## config.mk

```make
export PLATFORM = sky130hd
export DESIGN_NAME = zebra_stripe_scanner
export DESIGN_NICKNAME = d
export VERILOG_FILES = /design/src/rtl/zebra_stripe_scanner.sv
export SDC_FILE = /design/constraint.sdc
export NUM_CORES = 1
export LEC_CHECK = 0
export CORE_MARGIN = 2
export CORE_UTILIZATION = 59
export DETAILED_ROUTE_END_ITERATION = 8
export PLACE_DENSITY = 0.81
export SYNTH_ARGS = -nofsm -noshare
export SYNTH_HDL_FRONTEND = slang
export SYNTH_SLANG_ARGS = --single-unit
export TNS_END_PERCENT = 30
```

## constraint.sdc

```tcl
create_clock -name clk -period 4.6 [get_ports clk]
set_input_delay 0.46 -clock clk [delete_from_list [all_inputs] [get_ports clk]]
set_output_delay 0.46 -clock clk [all_outputs]
set_load 0.01 [all_outputs]
```

## src/rtl/zebra_stripe_scanner.sv

```systemverilog
// Scans NUM_COLS vertical pixel columns of a BRAM-held image and counts
// foreground stripes per column to decide whether a zebra crossing is present.
module zebra_stripe_scanner #(
    parameter int IMG_WIDTH    = 640,
    parameter int IMG_HEIGHT   = 480,
    parameter int PIXEL_BITS   = 2,
    parameter int FG_THRESHOLD = 1,
    parameter int NUM_COLS     = 8,
    parameter int COL_START    = 40,
    parameter int COL_STEP     = 80,
    parameter int MIN_RUN      = 4,
    parameter int MAX_RUN      = 120,
    parameter int MIN_STRIPES  = 3,
    parameter int MIN_AGREE    = 5
) (
    input  logic                                      clk,
    input  logic                                      rst_n,
    input  logic                                      start,
    output logic                                      busy,
    output logic                                      done,
    output logic                                      crossing_detected,
    output logic [7:0]                                stripe_count,
    output logic [$clog2(NUM_COLS+1)-1:0]             agree_count,
    output logic [$clog2(IMG_WIDTH*IMG_HEIGHT)-1:0]   bram_addr,
    input  logic [PIXEL_BITS-1:0]                     bram_data
);

    localparam int ADDR_W  = $clog2(IMG_WIDTH*IMG_HEIGHT);
    localparam int AGREE_W = $clog2(NUM_COLS+1);
    localparam int COL_W   = (NUM_COLS > 1) ? $clog2(NUM_COLS) : 1;
    localparam int ROW_W   = (IMG_HEIGHT > 1) ? $clog2(IMG_HEIGHT) : 1;
    localparam int RUN_W   = $clog2(MAX_RUN+2);

    localparam logic [ROW_W-1:0]  ROW_LAST = ROW_W'(IMG_HEIGHT-1);
    localparam logic [COL_W-1:0]  COL_LAST = COL_W'(NUM_COLS-1);
    localparam logic [ADDR_W-1:0] ROW_INC  = ADDR_W'(IMG_WIDTH);
    localparam logic [ADDR_W-1:0] COL_INC  = ADDR_W'(COL_STEP);
    localparam logic [ADDR_W-1:0] COL_X0   = ADDR_W'(COL_START);
    localparam logic [RUN_W-1:0]  RUN_SAT  = RUN_W'(MAX_RUN+1);

    typedef enum logic [2:0] {
        S_IDLE,
        S_SCAN,
        S_DRAIN,
        S_COL_END,
        S_DONE
    } state_t;

    state_t               r_state;
    state_t               w_state_nxt;

    logic [ADDR_W-1:0]    r_addr;
    logic [ADDR_W-1:0]    r_col_base;
    logic [ROW_W-1:0]     r_row;
    logic [COL_W-1:0]     r_col;
    logic                 r_vld_p1;
    logic [RUN_W-1:0]     r_run;
    logic [7:0]           r_cnt;
    logic [AGREE_W-1:0]   r_agree;
    logic [7:0]           r_max;
    logic [7:0]           r_stripe_count;
    logic [AGREE_W-1:0]   r_agree_count;
    logic                 r_crossing;

    logic                 w_fg;
    logic                 w_last_col;
    logic [7:0]           w_col_final;
    logic                 w_col_agrees;
    logic [AGREE_W-1:0]   w_agree_nxt;
    logic [7:0]           w_max_nxt;
    logic [ADDR_W-1:0]    w_next_base;

    function automatic logic [7:0] sat_inc8(input logic [7:0] v);
        return (v == 8'hFF) ? v : v + 8'd1;
    endfunction

    function automatic logic [RUN_W-1:0] sat_inc_run(input logic [RUN_W-1:0] v);
        return (v == RUN_SAT) ? v : v + RUN_W'(1);
    endfunction

    function automatic logic run_ok(input logic [RUN_W-1:0] len);
        return (len >= RUN_W'(MIN_RUN)) && (len <= RUN_W'(MAX_RUN));
    endfunction

    assign w_fg         = (bram_data >= PIXEL_BITS'(FG_THRESHOLD));
    assign w_last_col   = (r_col == COL_LAST);
    // A run still open after the last row is closed here, at column end.
    assign w_col_final  = run_ok(r_run) ? sat_inc8(r_cnt) : r_cnt;
    assign w_col_agrees = (w_col_final >= 8'(MIN_STRIPES));
    assign w_agree_nxt  = r_agree + AGREE_W'(w_col_agrees);
    assign w_max_nxt    = (w_col_final > r_max) ? w_col_final : r_max;
    assign w_next_base  = r_col_base + COL_INC;

    always_comb begin
        w_state_nxt = r_state;
        busy        = 1'b0;
        done        = 1'b0;
        case (r_state)
            S_IDLE: begin
                if (start) w_state_nxt = S_SCAN;
            end
            S_SCAN: begin
                busy = 1'b1;
                if (r_row == ROW_LAST) w_state_nxt = S_DRAIN;
            end
            S_DRAIN: begin
                busy        = 1'b1;
                w_state_nxt = S_COL_END;
            end
            S_COL_END: begin
                busy        = 1'b1;
                w_state_nxt = w_last_col ? S_DONE : S_SCAN;
            end
            S_DONE: begin
                done        = 1'b1;
                w_state_nxt = S_IDLE;
            end
            default: w_state_nxt = S_IDLE;
        endcase
    end

    always_ff @(posedge clk or negedge rst_n) begin
        if (!rst_n) r_state <= S_IDLE;
        else        r_state <= w_state_nxt;
    end

    always_ff @(posedge clk or negedge rst_n) begin
        if (!rst_n) begin
            r_addr         <= '0;
            r_col_base     <= '0;
            r_row          <= '0;
            r_col          <= '0;
            r_vld_p1       <= 1'b0;
            r_run          <= '0;
            r_cnt          <= '0;
            r_agree        <= '0;
            r_max          <= '0;
            r_stripe_count <= '0;
            r_agree_count  <= '0;
            r_crossing     <= 1'b0;
        end else begin
            // p0 -> p1: address issued in SCAN; its data arrives next cycle
            r_vld_p1 <= (r_state == S_SCAN);

            // p1: evaluate the pixel returned for the previous address
            if (r_vld_p1) begin
                if (w_fg) begin
                    r_run <= sat_inc_run(r_run);
                end else begin
                    if (run_ok(r_run)) r_cnt <= sat_inc8(r_cnt);
                    r_run <= '0;
                end
            end

            case (r_state)
                S_IDLE: begin
                    if (start) begin
                        r_addr     <= COL_X0;
                        r_col_base <= COL_X0;
                        r_row      <= '0;
                        r_col      <= '0;
                        r_run      <= '0;
                        r_cnt      <= '0;
                        r_agree    <= '0;
                        r_max      <= '0;
                    end
                end
                S_SCAN: begin
                    if (r_row != ROW_LAST) begin
                        r_row  <= r_row + ROW_W'(1);
                        r_addr <= r_addr + ROW_INC;
                    end
                end
                S_COL_END: begin
                    r_run   <= '0;
                    r_cnt   <= '0;
                    r_agree <= w_agree_nxt;
                    r_max   <= w_max_nxt;
                    if (w_last_col) begin
                        r_stripe_count <= w_max_nxt;
                        r_agree_count  <= w_agree_nxt;
                        r_crossing     <= (w_agree_nxt >= AGREE_W'(MIN_AGREE));
                    end else begin
                        r_col      <= r_col + COL_W'(1);
                        r_col_base <= w_next_base;
                        r_addr     <= w_next_base;
                        r_row      <= '0;
                    end
                end
                default: ;
            endcase
        end
    end

    assign bram_addr         = r_addr;
    assign stripe_count      = r_stripe_count;
    assign agree_count       = r_agree_count;
    assign crossing_detected = r_crossing;

endmodule

```

Word-level counts from Yosys, hierarchy flattened. Index checks and enable logic that the tools add are counted.

Bitwise logic cells: 0. Multiply operators: 0. Muxes and demuxes: 34. Div/mod/pow operators: 0. Add/sub/neg operators: 7. Eq/ne operators: 13. Reductions and logical operators: 10. $lt $le $gt $ge: 6. Shifts and indexed selects: 0.

Operators by type and width (number): 2-to-1 mux 19 bit (3); one-hot mux 19 bit (3 select lines) (1); 2-to-1 mux 8 bit (7); one-hot mux 19 bit (2 select lines) (1); one-hot mux 8 bit (2 select lines) (2); 2-to-1 mux 7 bit (4); 2-to-1 mux 9 bit (3); one-hot mux 9 bit (3 select lines) (1); adder 19 x 10 -> 19 bit, second input constant (1); adder 19 x 7 -> 19 bit, second input constant (1); 2-to-1 mux 3 bit (5); one-hot mux 7 bit (2 select lines) (1); one-hot mux 3 bit (4 select lines) (1); adder 9 x 1 -> 9 bit, second input constant (1); equality test 9 bit, second input constant (1); != test 9 bit, second input constant (1); adder 8 x 1 -> 8 bit, second input constant (1); equality test 8 bit, second input constant (1); greater-or-equal comparator 8 x 2 -> 1 bit, second input constant (1); > comparator 8 bit (1); one-hot mux 4 bit (2 select lines) (1); adder 7 x 1 -> 7 bit, second input constant (1); equality test 7 bit, second input constant (1); greater-or-equal comparator 7 x 3 -> 1 bit, second input constant (1); other kinds (21) (28).

Latch bits: 0. Memories kept: 0. Output and inout port bits: 34. Bits of input ports: 5. ROM bits: 0. Logic and storage cells: 83. Bits in writable memories: 0. Flip-flop bits (word level): 94.

Depth between registers and ports, before layout.
Depth after elaboration: 7. Gate-level depth with buffers: 14. Depth with buffers taken out: 12.

Worst setup path after synthesis. Ideal clock, no wire load.

Path type: register -> register. Start point: register r_run[3]. End point: register r_stripe_count[1], in the netlist stripe_count[1]. Setup slack: 1329 ps. Arrival: 3175 ps. Period minus slack after synthesis: 3271 ps. Library setup time: 96 ps. Stages on the path, launching flop included: 13. Cell sequence: dfrtp_1 -> or4_1 -> o22a_1 -> nand2_1 -> mux2i_1 -> inv_1 -> ha_1 -> and4b_1 -> a211o_1 -> o211a_1 -> clkbuf_1 -> o31a_1 -> o31ai_1.

Longest elaborated chain between the ends: 5.

RTL lines: start, declared (RTL line 57) `logic [RUN_W-1:0] r_run;`; start signal, assigned (RTL line 148) `r_run <= sat_inc_run(r_run);`; greater-or-equal comparator 7 x 3 -> 1 bit / less-or-equal comparator 7 bit (equally long branches) (RTL line 82) `return (len >= RUN_W'(MIN_RUN)) && (len <= RUN_W'(MAX_RUN));`; logical AND 1 bit * (RTL line 82); 2-to-1 mux 8 bit * (RTL line 88) `assign w_col_final = run_ok(r_run) ? sat_inc8(r_cnt) : r_cnt;`; > comparator 8 bit (RTL line 91) `assign w_max_nxt = (w_col_final > r_max) ? w_col_final : r_max;`; 2-to-1 mux 8 bit * (RTL line 91); end signal, assigned (RTL line 180) `r_stripe_count <= w_max_nxt;`; end, declared (RTL line 61) `logic [7:0] r_stripe_count;`.

Mark *: on every way between the ends. The rest lies on a longest branch, timed or not. A chain may end at the register's enable or synchronous reset.

Worst setup path after layout.
Start point: register r_run[3]. End point: register r_max[3].

Longest elaborated chain between the ends: 6.

RTL lines: greater-or-equal comparator 7 x 3 -> 1 bit / less-or-equal comparator 7 bit (equally long branches) (RTL line 82); logical AND 1 bit * (RTL line 82); 2-to-1 mux 8 bit * (RTL line 88); > comparator 8 bit (RTL line 91); 2-to-1 mux 8 bit * (RTL line 91); one-hot mux 8 bit (2 select lines) * (RTL line 155) `case (r_state)`; end signal, assigned (RTL line 178) `r_max <= w_max_nxt;`; end, declared (RTL line 60) `logic [7:0] r_max;`.

Marked as above.

==> reports/results.ini <==
[route]
drt_iter0_drc = 207
vias_per_cell = 6.099
antenna_left = 0
routed_wl_um = 10520
wl_per_cell_um = 15.70
drc = 0
via_count = 4086
drt_first_pass_iters = 5

[clocking]
clkTransAtPathRegs_ps = 90
cts_tree = yes
cts-hold-fix-buffers = 0
cts_made_buffers = 9
post-cts-setup-buffer-count = 0
cts_num_sinks = 88
ctsResizeCount = 0
clock_latency_ps = 360
clock-root-buffer = clkbuf_8
cts_max_path_buffers = 2
htree_num_levels = 3

[outcome]
outcome = finished, final reports clean

[pwr]
leakage_nw = 2.392
power.density_nw_per_um2 = 425.7
switching_share_pct = 34.89
internal-power_mw = 1.545
comb_power_share_pct = 31.1
p_switching_mw = 0.8281
irDropWorstVdd_mv = 0.2672
pwr-share-seq_pct = 43.8
clkPwrFrac_pct = 25.1

[critical_path]
end_kind = flop
path_cells = or4_1 -> o22ai_1 -> nor3_1 -> xnor2_1 -> inv_1 -> ha_1 -> nand4_1 -> or2_2 -> o211a_1 -> o21ai_1 -> o2bb2ai_1
start_kind = flop
path_class = reg -> reg
cp_slowest_cell = or4_1
crit_arrival_ps = 4200
max_stage_delay_ps = 590
crit_path_max_fanout = 11
crit_required_ps = 4870

[global_routing]
grtUsageTotal_pct = 24.94
antenna_found_initial = 0
grt_pass1_wl_um = 17960
grt_max_degree = 51
grt_overflow_total = 0
grt_pass1_vias = 3973

[synth]
synth-seq-area-share_pct = 44.38
synth.area.top_cells = dfrtp_1 (44%), nand2_1 (5.4%), ha_1 (4.8%), o21ai_0 (4.2%), o31ai_1 (3.2%)
synth_top_area_share_pct = 44.38
synth_area_um2 = 4962
ys_ff_latch = 88
netlist_instances = 536
synth_top_cell_by_area = dfrtp_1
async_reset_ff_share_pct = 100.0
yosysWarnings = 0
synth-edff-count = 0
syn_area_per_cell_um2 = 9.258
synth_ff_type = dfrtp_1
synth.distinct_cells = 64

[timing]
tightest_slew_ps = 725.5
rsz0062_at_grt = false
fin_crit_sh_pct = 85.29
hold_violations = 0
final-setup-viol-count = 0
drv_slew = 0
final.min_clock_period_ps = 3923
slew_headroom_pct = 51.64
setup_ws_ps = 676.6
clock.fmax_mhz = 254.9
finalSetupTns_ps = 0
finClkSkew_ps = 12.29

[floorplanning]
num_rows = 33
io_pins = 39
die-area_um2 = 9160
die_h_um = 95.71
fp.coreArea_um2 = 8175
die_x_um = 95.71
start_util_pct = 60.70

[cells_and_area]
fin_cells = 670
fin_nets = 584
post-route-util_pct = 68.20
drive_gt1_share_pct = 5.487
areaGrowthSynthToFinish_pct = 12.36
num_antenna_cells = 0

[placement]
dp_hpwl_um = 7347
placedCellCount = 654
pre_cts_ws_ps = 711.4
routabilityCongestion = 0.8750
port-buffer-count = 35

[hold_path]
hp-class = in -> async

[job]
maxCapViolCount = 0

-- through the flow --
stage | hold slack, ps | instance area [µm²] | power [mW]
after floorplan | 164.4 | 4970 | 1.549
after global placement | 460.8 | 5354 | 1.751
after detailed placement | 462.2 | 5354 | 1.784
after CTS | 69.37 | 5575 | 2.383
after global routing | 91.35 | 5575 | 2.531
final | 50.96 | 5575 | 2.373
-- cells in the final DEF, fill, tap and decap left out, types with 16 or more instances in the layout --
master,instances
dfrtp_1,88
nand2_1,72
o21ai_0,42
clkdlybuf4s50_1,34
nor2_1,29
a21oi_1,27
inv_1,24
o31ai_1,21
ha_1,19
xnor2_1,16
nand3_1,16
-- synthesized netlist by cell type, types with 4 or more instances --
cell / count
or4_1: 5
and3_1: 7
a22o_1: 7
o2bb2ai_1: 7
mux2i_1: 4
a211oi_1: 5
and2_1: 8
xnor2_1: 16
buf_2: 4
o22a_1: 4
or2_2: 4
clkbuf_1: 21
nor3_1: 8
and4_1: 4
inv_1: 24
o31a_1: 7
a21o_1: 6
nand4_1: 7
nand2_1: 72
o31ai_1: 21
a21oi_1: 27
xor2_1: 11
nand3_1: 16
dfrtp_1: 88
nor2_1: 29
o32a_1: 4
o21ai_0: 42
ha_1: 19
-- cell families (layout without fill, tap and decap cells) --
family          after synthesis  count (layout)  synth area share (%)
compound gates              163             163                 22.74
xor+xnor                     27              27                 4.765
fa+ha+maj                    19              19                 4.791
buf+inv                      55              82                 4.791
flops                        88              88                 44.38
mux                           4               4                0.8069
other cells                   1               3               0.07557
simple gates                179             179                 17.65
-- metal layers --
| layer | part of all wire, % | GRT usage (%) | vias to the layer above |
|---|---|---|---|
| li1 | - | - | 1985 |
| met1 | 44 | 32.37 | 1976 |
| met2 | 49 | 42.25 | 105 |
| met3 | 4.4 | 3.915 | 20 |
| met4 | 2.1 | 9.405 | 0 |
| met5 | 0 | 0 | - |
-- state kept, by name, indices dropped and copies added, names as in the netlist --
register and count:
r_vld_p1 1, r_col_base 16, r_row 9, r_cnt 8
bram_addr 16, r_run 7, agree_count 4, crossing_detected 1
r_max 8, stripe_count 8, r_agree 4, r_col 3
r_state 3
-- power groups by stage --
stage	Clock (mW)	Sequential, mW	Combinational (mW)
6_report	0.596	1.04	0.738
2_1_floorplan	0	1.03	0.522
5_1_grt	0.643	1.06	0.826
3_5_place_dp	0	1.05	0.735
3_3_place_gp	0	1.04	0.708
4_1_cts	0.608	1.04	0.739
-- final cells by class --
type                    instances  area [µm²]
clock inverters                 5       80.08
fillers                       637        2600
clock buffers                  11       141.4
repair buffers                 42       400.4
flip-flops and latches         88        2202
well taps                     105       131.4
multi-input cells             395        2530
inverters                      24       90.09
-- worst max-delay path, delay by kind of cell, from the launching register on --
family	cells	cell delay [ps]
AO/OA/AOI/OAI	4	1490
XOR/XNOR	1	350
buffers and inverters	1	80
AND/OR/NAND/NOR	4	1170
flip-flops	1	430
adder cells (fa/ha/maj)	1	310
-- path summary, 6_finish.rpt --
| kind | from | end | slack, ps | cells past startpoint |
|---|---|---|---|---|
| min in group clk | r_col_base[3] | r_col_base[3] | 490 | 1 |
| max reg2reg | r_run[3] | r_max[3] | 680 | 11 |
| max in group asynchronous | rst_n | bram_addr[11] | 3530 | 2 |
| min | rst_n | r_run[1] | 50 | 1 |
| max | r_run[3] | r_max[3] | 680 | 11 |
| min reg2reg | r_col_base[3] | r_col_base[3] | 490 | 1 |
(Power assumes the default switching activity.)
